===== config.mk =====
export PLATFORM = sky130hd
export DESIGN_NAME = sample_merge
export DESIGN_NICKNAME = d
export VERILOG_FILES = /design/src/rtl/sample_merge.sv
export SDC_FILE = /design/constraint.sdc
export NUM_CORES = 1
export LEC_CHECK = 0
export ABC_CLOCK_PERIOD_IN_PS = 1900
export BUFFER_PORTS_ARGS = -buffer_cell sky130_fd_sc_hd__buf_2
export CORE_MARGIN = 8
export CORE_UTILIZATION = 50
export CTS_BUF_LIST = sky130_fd_sc_hd__clkbuf_16
export DETAILED_ROUTE_END_ITERATION = 16
export PLACE_DENSITY = 0.86
export SLEW_MARGIN = 20
export SYNTH_ARGS = -nofsm -noshare
export SYNTH_HDL_FRONTEND = slang
export SYNTH_SLANG_ARGS = --single-unit
export TNS_END_PERCENT = 100

===== constraint.sdc =====
create_clock -name clk -period 1.9 [get_ports clk]
set_input_delay 0.095 -clock clk [delete_from_list [all_inputs] [get_ports clk]]
set_output_delay 0.095 -clock clk [all_outputs]
set_load 0.01 [all_outputs]

===== src/rtl/sample_merge.sv =====
// -----------------------------------------------------------------------------
// sample_merge
// Assembles a little-endian byte stream from the ADC/IF front end into signed
// WIDTH-bit samples for the downstream FIR. Each completed word is published
// for one cycle in PUBLISH with a single-cycle strobe. A partial word is thrown
// away (and frame_err_o latched) if the stream stalls for TIMEOUT cycles or if
// start_i drops mid-word.
//
// Ports
//   clk              rising-edge clock
//   rst              synchronous, active-high reset (highest priority)
//   start_i          run enable shared with the FIR
//   byte_valid_i     byte_i carries a byte this cycle
//   byte_i[7:0]      incoming byte
//   byte_ready_o     byte_i is accepted this cycle (COLLECT and start_i)
//   data_o           last assembled sample, held between strobes
//   merge_finished_o one-cycle strobe marking a new data_o
//   frame_err_o      sticky: a partial word was discarded
//   sample_cnt_o     wrapping count of published samples
// -----------------------------------------------------------------------------
module sample_merge #(
    parameter int WIDTH   = 32,
    parameter int TIMEOUT = 1024
) (
    input  logic                    clk,
    input  logic                    rst,
    input  logic                    start_i,
    input  logic                    byte_valid_i,
    input  logic [7:0]              byte_i,
    output logic                    byte_ready_o,
    output logic signed [WIDTH-1:0] data_o,
    output logic                    merge_finished_o,
    output logic                    frame_err_o,
    output logic [15:0]             sample_cnt_o
);

    localparam int NBYTES = WIDTH / 8;
    localparam int CW     = (NBYTES > 1) ? $clog2(NBYTES) : 1;
    localparam int IW     = (TIMEOUT > 1) ? $clog2(TIMEOUT) : 1;

    localparam logic [CW-1:0] LAST_BYTE  = CW'(NBYTES - 1);
    localparam logic [IW-1:0] IDLE_LIMIT = IW'(TIMEOUT - 1);

    typedef enum logic [1:0] {
        S_IDLE    = 2'd0,
        S_COLLECT = 2'd1,
        S_PUBLISH = 2'd2
    } state_t;

    state_t            state_q, state_d;
    logic [CW-1:0]     byte_cnt_q, byte_cnt_d;
    logic [IW-1:0]     idle_cnt_q, idle_cnt_d;
    logic [WIDTH-1:0]  word_q, word_d;
    logic [WIDTH-1:0]  data_q, data_d;
    logic              strobe_q, strobe_d;
    logic              frame_err_q, frame_err_d;
    logic [15:0]       sample_cnt_q, sample_cnt_d;
    logic              byte_ready_s;

    // Ready is combinational on start_i so a falling run enable stops intake at once.
    assign byte_ready_s = (state_q == S_COLLECT) && start_i && !rst;

    // Next-state, byte assembly, idle timeout and publish bookkeeping.
    always_comb begin
        state_d      = state_q;
        byte_cnt_d   = byte_cnt_q;
        idle_cnt_d   = idle_cnt_q;
        word_d       = word_q;
        data_d       = data_q;
        strobe_d     = 1'b0;
        frame_err_d  = frame_err_q;
        sample_cnt_d = sample_cnt_q;

        case (state_q)
            S_IDLE: begin
                if (start_i) begin
                    state_d = S_COLLECT;
                end else begin
                    state_d = S_IDLE;
                end
            end

            S_COLLECT: begin
                if (!start_i) begin
                    // Run enable dropped: abandon the word; only a real partial is an error.
                    state_d    = S_IDLE;
                    byte_cnt_d = {CW{1'b0}};
                    idle_cnt_d = {IW{1'b0}};
                    if (byte_cnt_q != {CW{1'b0}}) begin
                        frame_err_d = 1'b1;
                    end else begin
                        frame_err_d = frame_err_q;
                    end
                end else if (byte_valid_i) begin
                    // Byte k lands in bits [8k+7:8k]; earlier bytes of this word are already in place.
                    word_d[{byte_cnt_q, 3'b000} +: 8] = byte_i;
                    idle_cnt_d = {IW{1'b0}};
                    if (byte_cnt_q == LAST_BYTE) begin
                        byte_cnt_d   = {CW{1'b0}};
                        data_d       = word_d;
                        strobe_d     = 1'b1;
                        sample_cnt_d = sample_cnt_q + 16'd1;
                        state_d      = S_PUBLISH;
                    end else begin
                        byte_cnt_d = byte_cnt_q + CW'(1);
                    end
                end else if (byte_cnt_q != {CW{1'b0}}) begin
                    // Stalled mid-word: count idle cycles and drop the partial at the limit.
                    if (idle_cnt_q == IDLE_LIMIT) begin
                        byte_cnt_d  = {CW{1'b0}};
                        idle_cnt_d  = {IW{1'b0}};
                        frame_err_d = 1'b1;
                    end else begin
                        idle_cnt_d = idle_cnt_q + IW'(1);
                    end
                end else begin
                    idle_cnt_d = {IW{1'b0}};
                end
            end

            S_PUBLISH: begin
                if (start_i) begin
                    state_d = S_COLLECT;
                end else begin
                    state_d = S_IDLE;
                end
            end

            default: begin
                state_d    = S_IDLE;
                byte_cnt_d = {CW{1'b0}};
                idle_cnt_d = {IW{1'b0}};
            end
        endcase
    end

    // State and output registers; rst overrides everything.
    always_ff @(posedge clk) begin
        if (rst) begin
            state_q      <= S_IDLE;
            byte_cnt_q   <= {CW{1'b0}};
            idle_cnt_q   <= {IW{1'b0}};
            word_q       <= {WIDTH{1'b0}};
            data_q       <= {WIDTH{1'b0}};
            strobe_q     <= 1'b0;
            frame_err_q  <= 1'b0;
            sample_cnt_q <= 16'd0;
        end else begin
            state_q      <= state_d;
            byte_cnt_q   <= byte_cnt_d;
            idle_cnt_q   <= idle_cnt_d;
            word_q       <= word_d;
            data_q       <= data_d;
            strobe_q     <= strobe_d;
            frame_err_q  <= frame_err_d;
            sample_cnt_q <= sample_cnt_d;
        end
    end

    assign byte_ready_o     = byte_ready_s;
    assign data_o           = data_q;
    assign merge_finished_o = strobe_q;
    assign frame_err_o      = frame_err_q;
    assign sample_cnt_o     = sample_cnt_q;

endmodule


# After elaboration in Yosys (flattened, before gate mapping)
# Cells that the tools add are included.
[word_totals]
ff_bits = 96
in_bits = 12
out_inout_bits = 51
wordCells = 65
[classes]
n_addsub = 4
eq_ne = 10
shifts = 2
muxes = 23
n_bitwise = 4
reduce_logical = 14
[ops]
columns = ["cell", "count"]
rows = [
  ["two-way mux 10 bit", 4],
  ["bitwise mux 32 bit", 1],
  ["variable shift 8 x 7 -> 32 bit (first input constant)", 1],
  ["indexed part select 8 x 7 -> 32 bit", 1],
  ["case mux 10 bit (2 select lines)", 1],
  ["adder 16 x 1 -> 16 bit (second input constant)", 1],
  ["two-way mux 2 bit", 8],
  ["adder 10 x 1 -> 10 bit (second input constant)", 1],
  ["== test 10 bit (second input constant)", 1],
  ["!= test 4 x 3 -> 1 bit (second input constant)", 2],
  ["case mux 2 bit (2 select lines)", 2],
  ["two-way mux 1 bit", 7],
  ["negation 5 -> 7 bit", 1],
  ["AND reduction 3 bit", 2],
  ["nonzero test 2 bit", 3],
  ["AND reduction 5 bit", 1],
  ["== test 2 bit (second input constant)", 2],
  ["NOT 1 bit", 4],
  ["AND reduction 4 bit", 1],
  ["OR reduction 4 bit", 1],
  ["!= test 3 x 2 -> 1 bit (second input constant)", 1],
  ["!= test 3 bit (second input constant)", 1],
  ["adder 2 x 1 -> 2 bit (second input constant)", 1],
  ["== test 2 x 1 -> 1 bit (second input constant)", 1],
  ["7 further kinds", 8],
]

# Logic depth before layout (Yosys ltp)
# Gate-level depths: netlist (run 1).
[depth]
depth_word = 6
mapped_depth = 7
ltp_nobuf = 6

# Worst setup path after synthesis (run 1)
# Ideal clock, no wire load.
[synth_path]
kind = "reg-to-reg"
start = "reg byte_cnt_q[0]"
end = "reg sample_cnt_q[15], in the netlist sample_cnt_o[15]"
setup_time_ns = 0.070
arrival_time_ns = 1.949
required_ns = 1.830
path_slack_ns = -0.119
path_stages_with_launch = 8
path_buffers = 2
synth_period_minus_slack_ns = 2.019
path_cell_list = "dfxtp_1 ha_1 buf_2 nand3_1 or3_1 buf_2 or4_1 a21oi_1"
[synth_between]
elab_chain_cells = 2
[synth_lines]
columns = ["item", "line_no", "source"]
rows = [
  ["start, declared", "51", "logic [CW-1:0] byte_cnt_q, byte_cnt_d;"],
  ["start signal, assigned", "141", "byte_cnt_q <= {CW{1'b0}};"],
  ["start signal, assigned", "150", "byte_cnt_q <= byte_cnt_d;"],
  ["== test 2 bit", "98", "if (byte_cnt_q == LAST_BYTE) begin"],
  ["AND reduction 4 bit (no source line)", "n/a", ""],
  ["end signal, assigned", "156", "sample_cnt_q <= sample_cnt_d;"],
  ["end, declared", "57", "logic [15:0] sample_cnt_q, sample_cnt_d;"],
]
# Every way passes these cells.
# A chain may end at the register's enable or synchronous reset.

# Worst setup path in the final report (run 1)
[layout_path]
start = "reg byte_cnt_q[1]"
end = "reg sample_cnt_q[15], in the netlist sample_cnt_o[15]"
# The elaborated chain is that of the path after synthesis.

==> results by group, run 1 <==
STA
  – Slew at the pin closest to its max-slew limit: 0.521 ns
  – Worst hold margin: 0.0233 ns
  – Max Transition Viols Final: 0
  – RSZ-0062 raised after global routing: yes
  – Final hold violation count: 0
  – Number of failing setup endpoints in the final timing report: 1
  – Relative max-transition margin: 64.8%
  – Final Critical Period: 1.90 ns
  – Final setup skew: 0.00230 ns
  – Fmax: 0.526 GHz
  – Crit share post-route: 100%
  – Total Negative Setup Slacks: -0.000996 ns
  – Worst Slack Setup Final: -0.000996 ns

CTS
  – Clock-pin slew reported for the worst setup and hold paths after clock tree synthesis: 0.06 ns
  – # clock sinks: 96
  – Clock buffer count from CTS: 9
  – TritonCTS clock tree: built
  – Insertion delay of the later-clocked pin in the worst-skew pair: 0.33 ns
  – Maximum level of the CTS H-tree: 3
  – Clock Path Buffers: 2
  – Clock root cell: sky130_fd_sc_hd__clkbuf_16

Floorplan
  – DIE HEIGHT: 104 µm
  – Number of placed I/O pins: 63
  – Starting density of the core: 50.9%
  – Placeable core region: 7650 µm²
  – Total die area: 10,900 µm²
  – DIE WIDTH: 104 µm
  – Number of standard-cell rows in the floorplan: 32

Worst setup path
  – Setup crit start kind: flop
  – Master of the slowest instance on the critical path: sky130_fd_sc_hd__or4_1
  – Cells traversed along the worst timing path: ha_2 -> nand3_1 -> or3_1 -> or4_1 -> a21oi_1
  – Kind of cell adding the most delay to the critical path: simple AND/OR/NAND/NOR gates
  – Data required time of the worst path: 2.16 ns
  – Largest fanout on the critical path: 4
  – Number of buffer and inverter instances along the worst setup path: 0
  – Crit path arrival time: 2.16 ns
  – Element type at the critical path end: flop
  – Largest stage delay, worst path: 0.48 ns
  – Type of the worst setup path: reg -> reg

Yosys
  – Number of distinct library cell variants in the gate-level netlist after synthesis: 37
  – Yosys top cell by area: sky130_fd_sc_hd__dfxtp_1
  – Top flip-flop cell by instance count after synthesis: sky130_fd_sc_hd__dfxtp_1
  – Share of the yosys chip area belonging to registers: 49.4%
  – Syn Area/Cell: 8.99 µm²
  – Post-synthesis cell count: 433
  – Number of register bits inferred by synthesis: 96
  – Yosys warns: 0
  – Count leader, synth: sky130_fd_sc_hd__dfxtp_1
  – Leading cell types by count after synthesis: sky130_fd_sc_hd__dfxtp_1 (96), sky130_fd_sc_hd__nor2_1 (85), sky130_fd_sc_hd__o21ai_0 (38)
  – Number of nets produced by synthesis: 453
  – Async SR Flop Fraction: 0%
  – Number of enable-type register cells in the synthesized netlist: 0
  – Cell types with the largest area share after synthesis: sky130_fd_sc_hd__dfxtp_1 (49%), sky130_fd_sc_hd__nor2_1 (8.2%), sky130_fd_sc_hd__a221oi_1 (7.2%)
  – Portion of synthesized cell area occupied by the leading cell type: 49.4%
  – Area of the mapped netlist: 3890 µm²

Placed design
  – Instance area after placement: 4400 µm²
  – Detailed-placement wirelength estimate: 7.15 mm
  – Global placement routability congestion: 0.867
  – Pre-CTS worst setup slack: -0.236 ns
  – Placed Cells incl. Taps: 591
  – Number of I/O port buffers: 62

Cells and area
  – Sequential Area: 1930 µm²
  – Area of the multi-input gates: 1950 µm²
  – Final Core Density: 63.8%
  – Area of all placed cells without fillers: 4880 µm²
  – Layout-stage area growth over the synthesis result: 25.5%
  – Final cell count without fillers: 613
  – Number of antenna diodes: 0
  – Share of final-layout standard cells stronger than drive strength 1: 24.9%
  – Total of fill cells in the finished design: 622
  – Final nets: 526

Routing
  – Number of vias in the routed layout: 3,718
  – Iter 0 DRT Violations: 256
  – First-pass detailed-route iteration total: 5
  – Post-detailed-routing wire length: 10.8 mm
  – Average vias per placed instance: 6.07
  – Number of routed nets with antenna violations: 0
  – Detailed-route wire length per cell: 17.6 µm
  – Drc violations: 0

GRT
  – All-layer global routing usage: 18.7%
  – Maximum number of pins on one net before global-route repair: 35
  – Via count of the first global-routing pass: 3,639
  – Remaining Overflow, GRT: 0
  – Number of antenna violations at the first check in global routing: 0
  – Global-route wire length before repair: 17.2 mm

Run
  – MaxCap Viol Count: 0

Status
  – Violations in the final reports: setup timing
  – Status: finished, violations left

Pwr
  – Power per standard cell area: 839 nW/µm²
  – Overall power after layout: 4.10 mW
  – Leakage dissipation: 1.96 nW
  – Maximum ir drop on the vdd rail: 619 µV

Worst hold path
  – Class of the tightest hold or removal check: in -> reg
repair_timing:
| action | 4_1_cts | 5_1_grt |
|---|---|---|
| setup buffers | 0 | 6 |
| pin swaps | 0 | 9 |
| resized for setup | 1 | 23 |
| hold buffers | 0 | 0 |
| endpoints found under the setup margin | 34 | 77 |
sequential cells by signal, indices dropped and copies added (netlist names):
register / flops
sample_cnt_o: 16
frame_err_o: 1
merge_finished_o: 1
data_o: 32
byte_cnt_q: 2
word_q: 32
idle_cnt_q: 10
state_q: 2
cells by family after synthesis:
logic type               count (synthesis)  share of synthesized area [%]
flip-flops                              96                           49.4
buffers and inverters                   37                           3.67
AO/OA/AOI/OAI                          123                           22.0
multiplexers                             1                          0.257
XOR/XNOR                                14                           3.15
AND/OR/NAND/NOR                        154                           19.0
adder cells (fa/ha/maj)                  8                           2.57
worst paths after layout:
path	start	end	slack, ns	depth (start not counted)
worst max-delay path	byte_cnt_q[1]$_SDFFE_PP0P_	sample_cnt_o[15]$_SDFFE_PP0P_	-0.001	5
worst min-delay path	start_i	frame_err_o$_SDFFE_PP0P_	0.02	2
worst max register to register	byte_cnt_q[1]$_SDFFE_PP0P_	sample_cnt_o[15]$_SDFFE_PP0P_	-0.001	5
worst min register to register	idle_cnt_q[1]$_SDFFE_PP0P_	idle_cnt_q[1]$_SDFFE_PP0P_	0.49	2
where the power goes:
| group | internal [mW] | switching [mW] | total (mW) |
|---|---|---|---|
| sequential | 2.04 | 0.0147 | 2.05 |
| clock | 1.14 | 0.743 | 1.88 |
| combinational | 0.0477 | 0.114 | 0.162 |
| total | 3.22 | 0.872 | 4.10 |
final cells by class:
class                      instances  share of cell area (%)
inverter                          10                   0.846
sequential                        96                    39.4
multi-input combinational        300                    39.9
tap                              102                    2.61
timing repair buffer              89                    10.8
clock inverter                     7                    1.79
clock buffer                       9                    4.61
layer usage:
| metal | wire, µm | vias to the layer above | track usage (%) |
|---|---|---|---|
| li1 | - | 1745 | - |
| met1 | 4580 | 1761 | 22.8 |
| met2 | 5210 | 181 | 30.7 |
| met3 | 725 | 31 | 4.09 |
| met4 | 308 | 0 | 8.69 |
| met5 | 0 | - | 0 |
cells in the final DEF (no fill, tap or decap), types with 4 or more instances in the layout:
master / count
sky130_fd_sc_hd__dfxtp_1: 95
sky130_fd_sc_hd__nor2_1: 84
sky130_fd_sc_hd__buf_2: 62
sky130_fd_sc_hd__o21ai_0: 38
sky130_fd_sc_hd__a211oi_1: 31
sky130_fd_sc_hd__buf_4: 26
sky130_fd_sc_hd__a221oi_1: 23
sky130_fd_sc_hd__nand2_1: 15
sky130_fd_sc_hd__nand3_1: 10
sky130_fd_sc_hd__xor2_1: 9
sky130_fd_sc_hd__a21oi_1: 9
sky130_fd_sc_hd__a221oi_2: 9
sky130_fd_sc_hd__clkbuf_16: 9
sky130_fd_sc_hd__inv_1: 7
sky130_fd_sc_hd__nor3_1: 6
sky130_fd_sc_hd__nand4_1: 5
sky130_fd_sc_hd__o31ai_1: 5
sky130_fd_sc_hd__or4_1: 5
sky130_fd_sc_hd__nor4_1: 5
sky130_fd_sc_hd__xnor2_1: 5
sky130_fd_sc_hd__ha_1: 5
sky130_fd_sc_hd__clkinv_1: 4
sky130_fd_sc_hd__or3_1: 4
sky130_fd_sc_hd__and3_1: 4
Note: power is estimated with default switching activity, not from simulation.
==> run 2, diff against run 1 <==
ABC_AREA = 1   (was unset)
ABC_CLOCK_PERIOD_IN_PS = 2150   (was 1900)
PLACE_DENSITY = 0.82   (was 0.86)
clock period = 2.15 ns   (was 1.9 ns; I/O delays follow)
==> results by group, run 2 <==
Placed design
  – Number of I/O port buffers: 62
  – Detailed-placement wirelength estimate: 7.65 mm
  – Instance area after placement: 4790 µm²
  – Global placement routability congestion: 0.847

CTS
  – CTS-repair resized insts: 0
  – Clock-pin slew reported for the worst setup and hold paths after clock tree synthesis: 0.07 ns
  – Clock Path Buffers: 2
  – Clock root cell: sky130_fd_sc_hd__clkbuf_16
  – # clock sinks: 96
  – Maximum level of the CTS H-tree: 3
  – Insertion delay of the later-clocked pin in the worst-skew pair: 0.34 ns
  – Clock buffer count from CTS: 9
  – TritonCTS clock tree: built
  – Number of buffers inserted by hold repair at cts: 0
  – Post-CTS Repair Setup Buffers: 0

Yosys
  – Number of register bits inferred by synthesis: 96
  – Number of enable-type register cells in the synthesized netlist: 0
  – Yosys warns: 0
  – Post-synthesis cell count: 605
  – Leading cell types by count after synthesis: sky130_fd_sc_hd__inv_1 (97), sky130_fd_sc_hd__dfxtp_1 (96), sky130_fd_sc_hd__nand2_1 (88)
  – Number of distinct library cell variants in the gate-level netlist after synthesis: 30
  – Top flip-flop cell by instance count after synthesis: sky130_fd_sc_hd__dfxtp_1
  – Async SR Flop Fraction: 0%
  – Share of the yosys chip area belonging to registers: 43.3%
  – Portion of synthesized cell area occupied by the leading cell type: 43.3%
  – Syn Area/Cell: 7.33 µm²
  – Number of nets produced by synthesis: 625
  – Count leader, synth: sky130_fd_sc_hd__inv_1
  – Area of the mapped netlist: 4430 µm²
  – Cell types with the largest area share after synthesis: sky130_fd_sc_hd__dfxtp_1 (43%), sky130_fd_sc_hd__inv_1 (8.2%), sky130_fd_sc_hd__a21oi_1 (8.1%)
  – Yosys top cell by area: sky130_fd_sc_hd__dfxtp_1

Worst setup path
  – Depth of the most critical reg-to-reg path: 7
  – Worst r2r dst: data_o[2]$_SDFFE_PP0P_
  – Register-to-register setup slack: 0.23 ns
  – Element type at the critical path end: flop
  – Dominant cell type by count on the critical path: sky130_fd_sc_hd__inv_1
  – Number of buffer and inverter instances along the worst setup path: 3
  – Largest fanout on the critical path: 8
  – Destination of the critical timing path: data_o[2]$_SDFFE_PP0P_
  – Levels on crit path: 7
  – Data required time of the worst path: 2.42 ns
  – Cells traversed along the worst timing path: inv_1 -> ha_1 -> inv_1 -> nand4_1 -> o22ai_1 -> inv_1 -> a21oi_1
  – Beginning of the worst register-to-register path: byte_cnt_q[1]$_SDFFE_PP0P_
  – Largest stage delay, worst path: 0.40 ns
  – Crit path from: byte_cnt_q[1]$_SDFFE_PP0P_
  – Crit path arrival time: 2.19 ns
  – Kind of cell adding the most delay to the critical path: flip-flops
  – Setup crit start kind: flop
  – Type of the worst setup path: reg -> reg
  – Master of the slowest instance on the critical path: sky130_fd_sc_hd__dfxtp_1

Cells and area
  – Number of antenna diodes: 0
  – Total of fill cells in the finished design: 818
  – Final nets: 674
  – Sequential Area: 1920 µm²
  – Final Core Density: 58.8%
  – Layout-stage area growth over the synthesis result: 15.0%
  – Area of all placed cells without fillers: 5100 µm²
  – Share of final-layout standard cells stronger than drive strength 1: 16.8%
  – Most frequent cells in the layout: sky130_fd_sc_hd__inv_1 (97), sky130_fd_sc_hd__dfxtp_1 (96), sky130_fd_sc_hd__nand2_1 (88)
  – Most common cell after layout, fill and taps aside: sky130_fd_sc_hd__inv_1
  – Area of the multi-input gates: 1960 µm²

Worst hold path
  – Class of the tightest hold or removal check: in -> reg
  – Hold path start: start_i

GRT
  – Number of antenna violations at the first check in global routing: 0
  – Maximum number of pins on one net before global-route repair: 51
  – Remaining Overflow, GRT: 0
  – Via count of the first global-routing pass: 3,993
  – All-layer global routing usage: 18.2%
  – Global-route wire length before repair: 17.9 mm

Routing
  – Met3 Wirelength: 780 µm
  – Number of vias in the routed layout: 4,152
  – Iter 0 DRT Violations: 258
  – Wire length on met1: 4.68 mm
  – Detailed-route wire length per cell: 14.2 µm
  – Number of routed nets with antenna violations: 0
  – Uppermost layer routed: met4
  – First-pass detailed-route iteration total: 9
  – Met2 routed wirelength: 5.20 mm
  – Drc violations: 0
  – Post-detailed-routing wire length: 10.9 mm
  – Average vias per placed instance: 5.41

Floorplan
  – Number of standard-cell rows in the floorplan: 34
  – Starting density of the core: 51.1%
  – Total die area: 12,100 µm²
  – DIE HEIGHT: 110 µm
  – Number of placed I/O pins: 63
  – DIE WIDTH: 110 µm
  – Placeable core region: 8680 µm²

Pwr
  – Overall power after layout: 3.71 mW
  – Maximum ir drop on the vdd rail: 429 µV
  – Power per standard cell area: 727 nW/µm²
  – Leakage dissipation: 2.08 nW

STA
  – Crit share post-route: 89.5%
  – Total Negative Setup Slacks: 0 ns
  – Number of failing setup endpoints in the final timing report: 0
  – Fmax: 0.520 GHz
  – Relative max-transition margin: 66.8%
  – Max Transition Viols Final: 0
  – Final hold violation count: 0
  – Final Critical Period: 1.92 ns
  – Final setup skew: 0.00660 ns
  – Slew at the pin closest to its max-slew limit: 0.498 ns
  – RSZ-0062 raised after global routing: no

Run
  – MaxCap Viol Count: 0

Status
  – Status: complete, no violations
run 2: changes by cell type in the layout (fill, tap and decap cells not counted), sizes merged, moves of 6 or more:
cell and delta:
a211oi -32, o22ai +32, nor4 -6, nand2 +78, a221oi -32, inv +98, nor2 -38, buf -19
a21oi +73, o21ai +34
run 2: report_power, final:
part	internal [mW]	switching [mW]
Sequential	1.80	0.0158
Combinational	0.0767	0.165
Clock	0.926	0.718
Total	2.81	0.900
run 2: worst min path at each step:
stage	end	slack, ns	depth (start not counted)
after global routing	state_q[0]$_SDFFE_PP0P_	0.11	3
final	state_q[0]$_SDFFE_PP0P_	0.11	3
after floorplan	state_q[0]$_SDFFE_PP0P_	0.27	2
after CTS	state_q[0]$_SDFFE_PP0P_	0.10	3
after detailed placement	state_q[0]$_SDFFE_PP0P_	0.44	3
after global placement	state_q[0]$_SDFFE_PP0P_	0.41	3
run 2: final cells by class:
cell class,instances,area share [%]
clock buffer,9,4.42
clock inverter,7,1.67
inverter,101,7.43
multi-input combinational,376,38.4
sequential,96,37.7
tap,108,2.65
timing repair buffer,70,7.75
run 2: worst reg2reg max path, cell delays in order, from the launching register on:
cell and delay (ns):
sky130_fd_sc_hd__dfxtp_1 0.40, sky130_fd_sc_hd__inv_1 0.13, sky130_fd_sc_hd__ha_1 0.36, sky130_fd_sc_hd__inv_1 0.15
sky130_fd_sc_hd__nand4_1 0.35, sky130_fd_sc_hd__o22ai_1 0.25, sky130_fd_sc_hd__inv_1 0.08, sky130_fd_sc_hd__a21oi_1 0.14
run 2: through the flow:
step                std cells  hold slack, ns  setup slack [ns]
CTS                       767           0.103             0.293
global placement          751           0.412             0.468
global route              767           0.113             0.135
finish                    767           0.114             0.226
floorplan                 605           0.272             0.416
detailed placement        751           0.442             0.304
run 2: metal layers:
| layer | GRT usage, % | up-vias |
|---|---|---|
| met2 | 30.5 | 122 |
| met3 | 5.29 | 23 |
| met4 | 6.47 | 0 |
| met5 | 0 | - |
| li1 | - | 2070 |
| met1 | 21.9 | 1937 |
run 2: cells by family after synthesis:
| logic type | synth area share [%] |
|---|---|
| flip-flops | 43.3 |
| adder cells (fa/ha/maj) | 2.26 |
| buffers and inverters | 12.5 |
| AO/OA/AOI/OAI | 23.2 |
| XOR/XNOR | 1.78 |
| AND/OR/NAND/NOR | 16.9 |
==> run 3, diff against run 2 <==
ABC_AREA = unset   (was 1)
PLACE_DENSITY = 0.83   (was 0.82)
==> results by group, run 3 (synthesis results as in run 1) <==
GRT
  – Number of antenna violations at the first check in global routing: 0
  – Via count of the first global-routing pass: 3,423
  – Remaining Overflow, GRT: 0
  – Global-route wire length before repair: 16.7 mm
  – All-layer global routing usage: 18.5%
  – Maximum number of pins on one net before global-route repair: 35

Placed design
  – Placed Cells incl. Taps: 582
  – Global placement routability congestion: 0.795
  – Detailed-placement wirelength estimate: 6.78 mm
  – Number of I/O port buffers: 62

Worst setup path
  – Largest stage delay, worst path: 0.43 ns
  – Master of the slowest instance on the critical path: sky130_fd_sc_hd__dfxtp_1
  – Cells traversed along the worst timing path: inv_1 -> ha_1 -> nor4_2 -> buf_4 -> a221oi_1 -> a211oi_1
  – Element type at the critical path end: flop
  – Type of the worst setup path: reg -> reg
  – Data required time of the worst path: 2.40 ns
  – Largest fanout on the critical path: 8
  – Crit path arrival time: 2.24 ns
  – Setup crit start kind: flop

CTS
  – TritonCTS clock tree: built
  – Clock buffer count from CTS: 9
  – # clock sinks: 96
  – Maximum level of the CTS H-tree: 3
  – Insertion delay of the later-clocked pin in the worst-skew pair: 0.34 ns
  – Number of buffers inserted by hold repair at cts: 0
  – Clock Path Buffers: 2
  – Clock-pin slew reported for the worst setup and hold paths after clock tree synthesis: 0.06 ns
  – Clock root cell: sky130_fd_sc_hd__clkbuf_16

Floorplan
  – Number of standard-cell rows in the floorplan: 32
  – Placeable core region: 7650 µm²
  – DIE HEIGHT: 104 µm
  – Total die area: 10,900 µm²
  – Number of placed I/O pins: 63
  – Starting density of the core: 50.9%
  – DIE WIDTH: 104 µm

STA
  – Max Transition Viols Final: 0
  – Final hold violation count: 0
  – Final setup skew: 0.00768 ns
  – Crit share post-route: 92.5%
  – Final Critical Period: 1.99 ns
  – Total Negative Setup Slacks: 0 ns
  – Relative max-transition margin: 67.1%
  – Fmax: 0.503 GHz
  – RSZ-0062 raised after global routing: no
  – Number of failing setup endpoints in the final timing report: 0
  – Slew at the pin closest to its max-slew limit: 0.486 ns

Routing
  – First-pass detailed-route iteration total: 5
  – Number of vias in the routed layout: 3,623
  – Average vias per placed instance: 6.05
  – Number of routed nets with antenna violations: 0
  – Drc violations: 0
  – Post-detailed-routing wire length: 10.3 mm
  – Iter 0 DRT Violations: 220
  – Detailed-route wire length per cell: 17.2 µm

Worst hold path
  – Class of the tightest hold or removal check: in -> reg

Cells and area
  – Final cell count without fillers: 599
  – Number of antenna diodes: 0
  – Layout-stage area growth over the synthesis result: 20.7%
  – Share of final-layout standard cells stronger than drive strength 1: 19.7%
  – Final Core Density: 61.4%
  – Most frequent cells in the layout: sky130_fd_sc_hd__dfxtp_1 (96), sky130_fd_sc_hd__nor2_1 (84), sky130_fd_sc_hd__buf_2 (62)
  – Final nets: 512
  – Most common cell after layout, fill and taps aside: sky130_fd_sc_hd__dfxtp_1

Status
  – Status: complete, no violations

Pwr
  – Maximum ir drop on the vdd rail: 637 µV
  – Overall power after layout: 3.64 mW
  – Leakage dissipation: 1.89 nW
  – Power per standard cell area: 775 nW/µm²

Run
  – MaxCap Viol Count: 0
-- run 3: cell count changes in the layout (fill, tap and decap cells not counted), moves of 24 or more --
cell / before / now
sky130_fd_sc_hd__a21oi_1: 72 / 9
sky130_fd_sc_hd__a221oi_1: 0 / 32
sky130_fd_sc_hd__nand2_1: 88 / 15
sky130_fd_sc_hd__a211oi_1: 0 / 32
sky130_fd_sc_hd__inv_1: 97 / 8
sky130_fd_sc_hd__nor2_1: 43 / 84
sky130_fd_sc_hd__o22ai_1: 32 / 0
sky130_fd_sc_hd__o21ai_0: 62 / 38
-- run 3: where the power goes --
part | leakage, nW | internal (mW) | total, mW | switching (mW)
Combinational | 0.950 | 0.0373 | 0.129 | 0.0922
Sequential | 0.775 | 1.80 | 1.81 | 0.0127
Clock | 0.161 | 1.02 | 1.70 | 0.677
Total | 1.89 | 2.86 | 3.64 | 0.782
-- run 3: what timing repair did --
item	in CTS	in global routing
resized for setup	0	7
endpoints found under the setup margin	25	46
setup buffers	0	1
-- run 3: critical path, delay by kind of cell, from the launching register on --
kind	cells	cell delay, ns
adders and majority gates	1	0.40
DFF	1	0.43
AOI/OAI and AO/OA	2	0.39
buffers and inverters	2	0.34
and+or+nand+nor	1	0.33
-- run 3: through the flow --
stage | hold WS (ns) | instance area, µm² | worst slack [ns]
after detailed placement | 0.395 | 4330 | -0.117
after CTS | 0.0365 | 4650 | -0.158
final | 0.0453 | 4700 | 0.161
after global placement | 0.380 | 4330 | 0.00723
after floorplan | 0.217 | 3890 | 0.131
after global routing | 0.0518 | 4700 | 0.0271
-- run 3: path summary, 6_finish.rpt --
path	from	end	slack (ns)	cells after the start
setup / recovery	byte_cnt_q[1]$_SDFFE_PP0P_	data_o[26]$_SDFFE_PP0P_	0.16	6
hold / removal	start_i	frame_err_o$_SDFFE_PP0P_	0.05	2
setup reg to reg	byte_cnt_q[1]$_SDFFE_PP0P_	data_o[26]$_SDFFE_PP0P_	0.16	6
hold reg to reg	sample_cnt_o[15]$_SDFFE_PP0P_	sample_cnt_o[15]$_SDFFE_PP0P_	0.48	2
-- run 3: area by class of cell --
type / count / area (µm²)
inverter: 10 / 37.5
timing repair buffer: 75 / 420
multi-input combinational: 300 / 1870
clock inverter: 7 / 95.1
clock buffer: 9 / 225
sequential: 96 / 1920
fill: 649 / 2950
tap: 102 / 128
-- run 3: metal layers --
layer  vias up  global-route usage (%)  wire [µm]
li1       1718                       -          -
met4         0                    5.89        213
met2       135                    30.1       4840
met3        22                    6.94        863
met5         -                       0          0
met1      1748                    22.1       4350
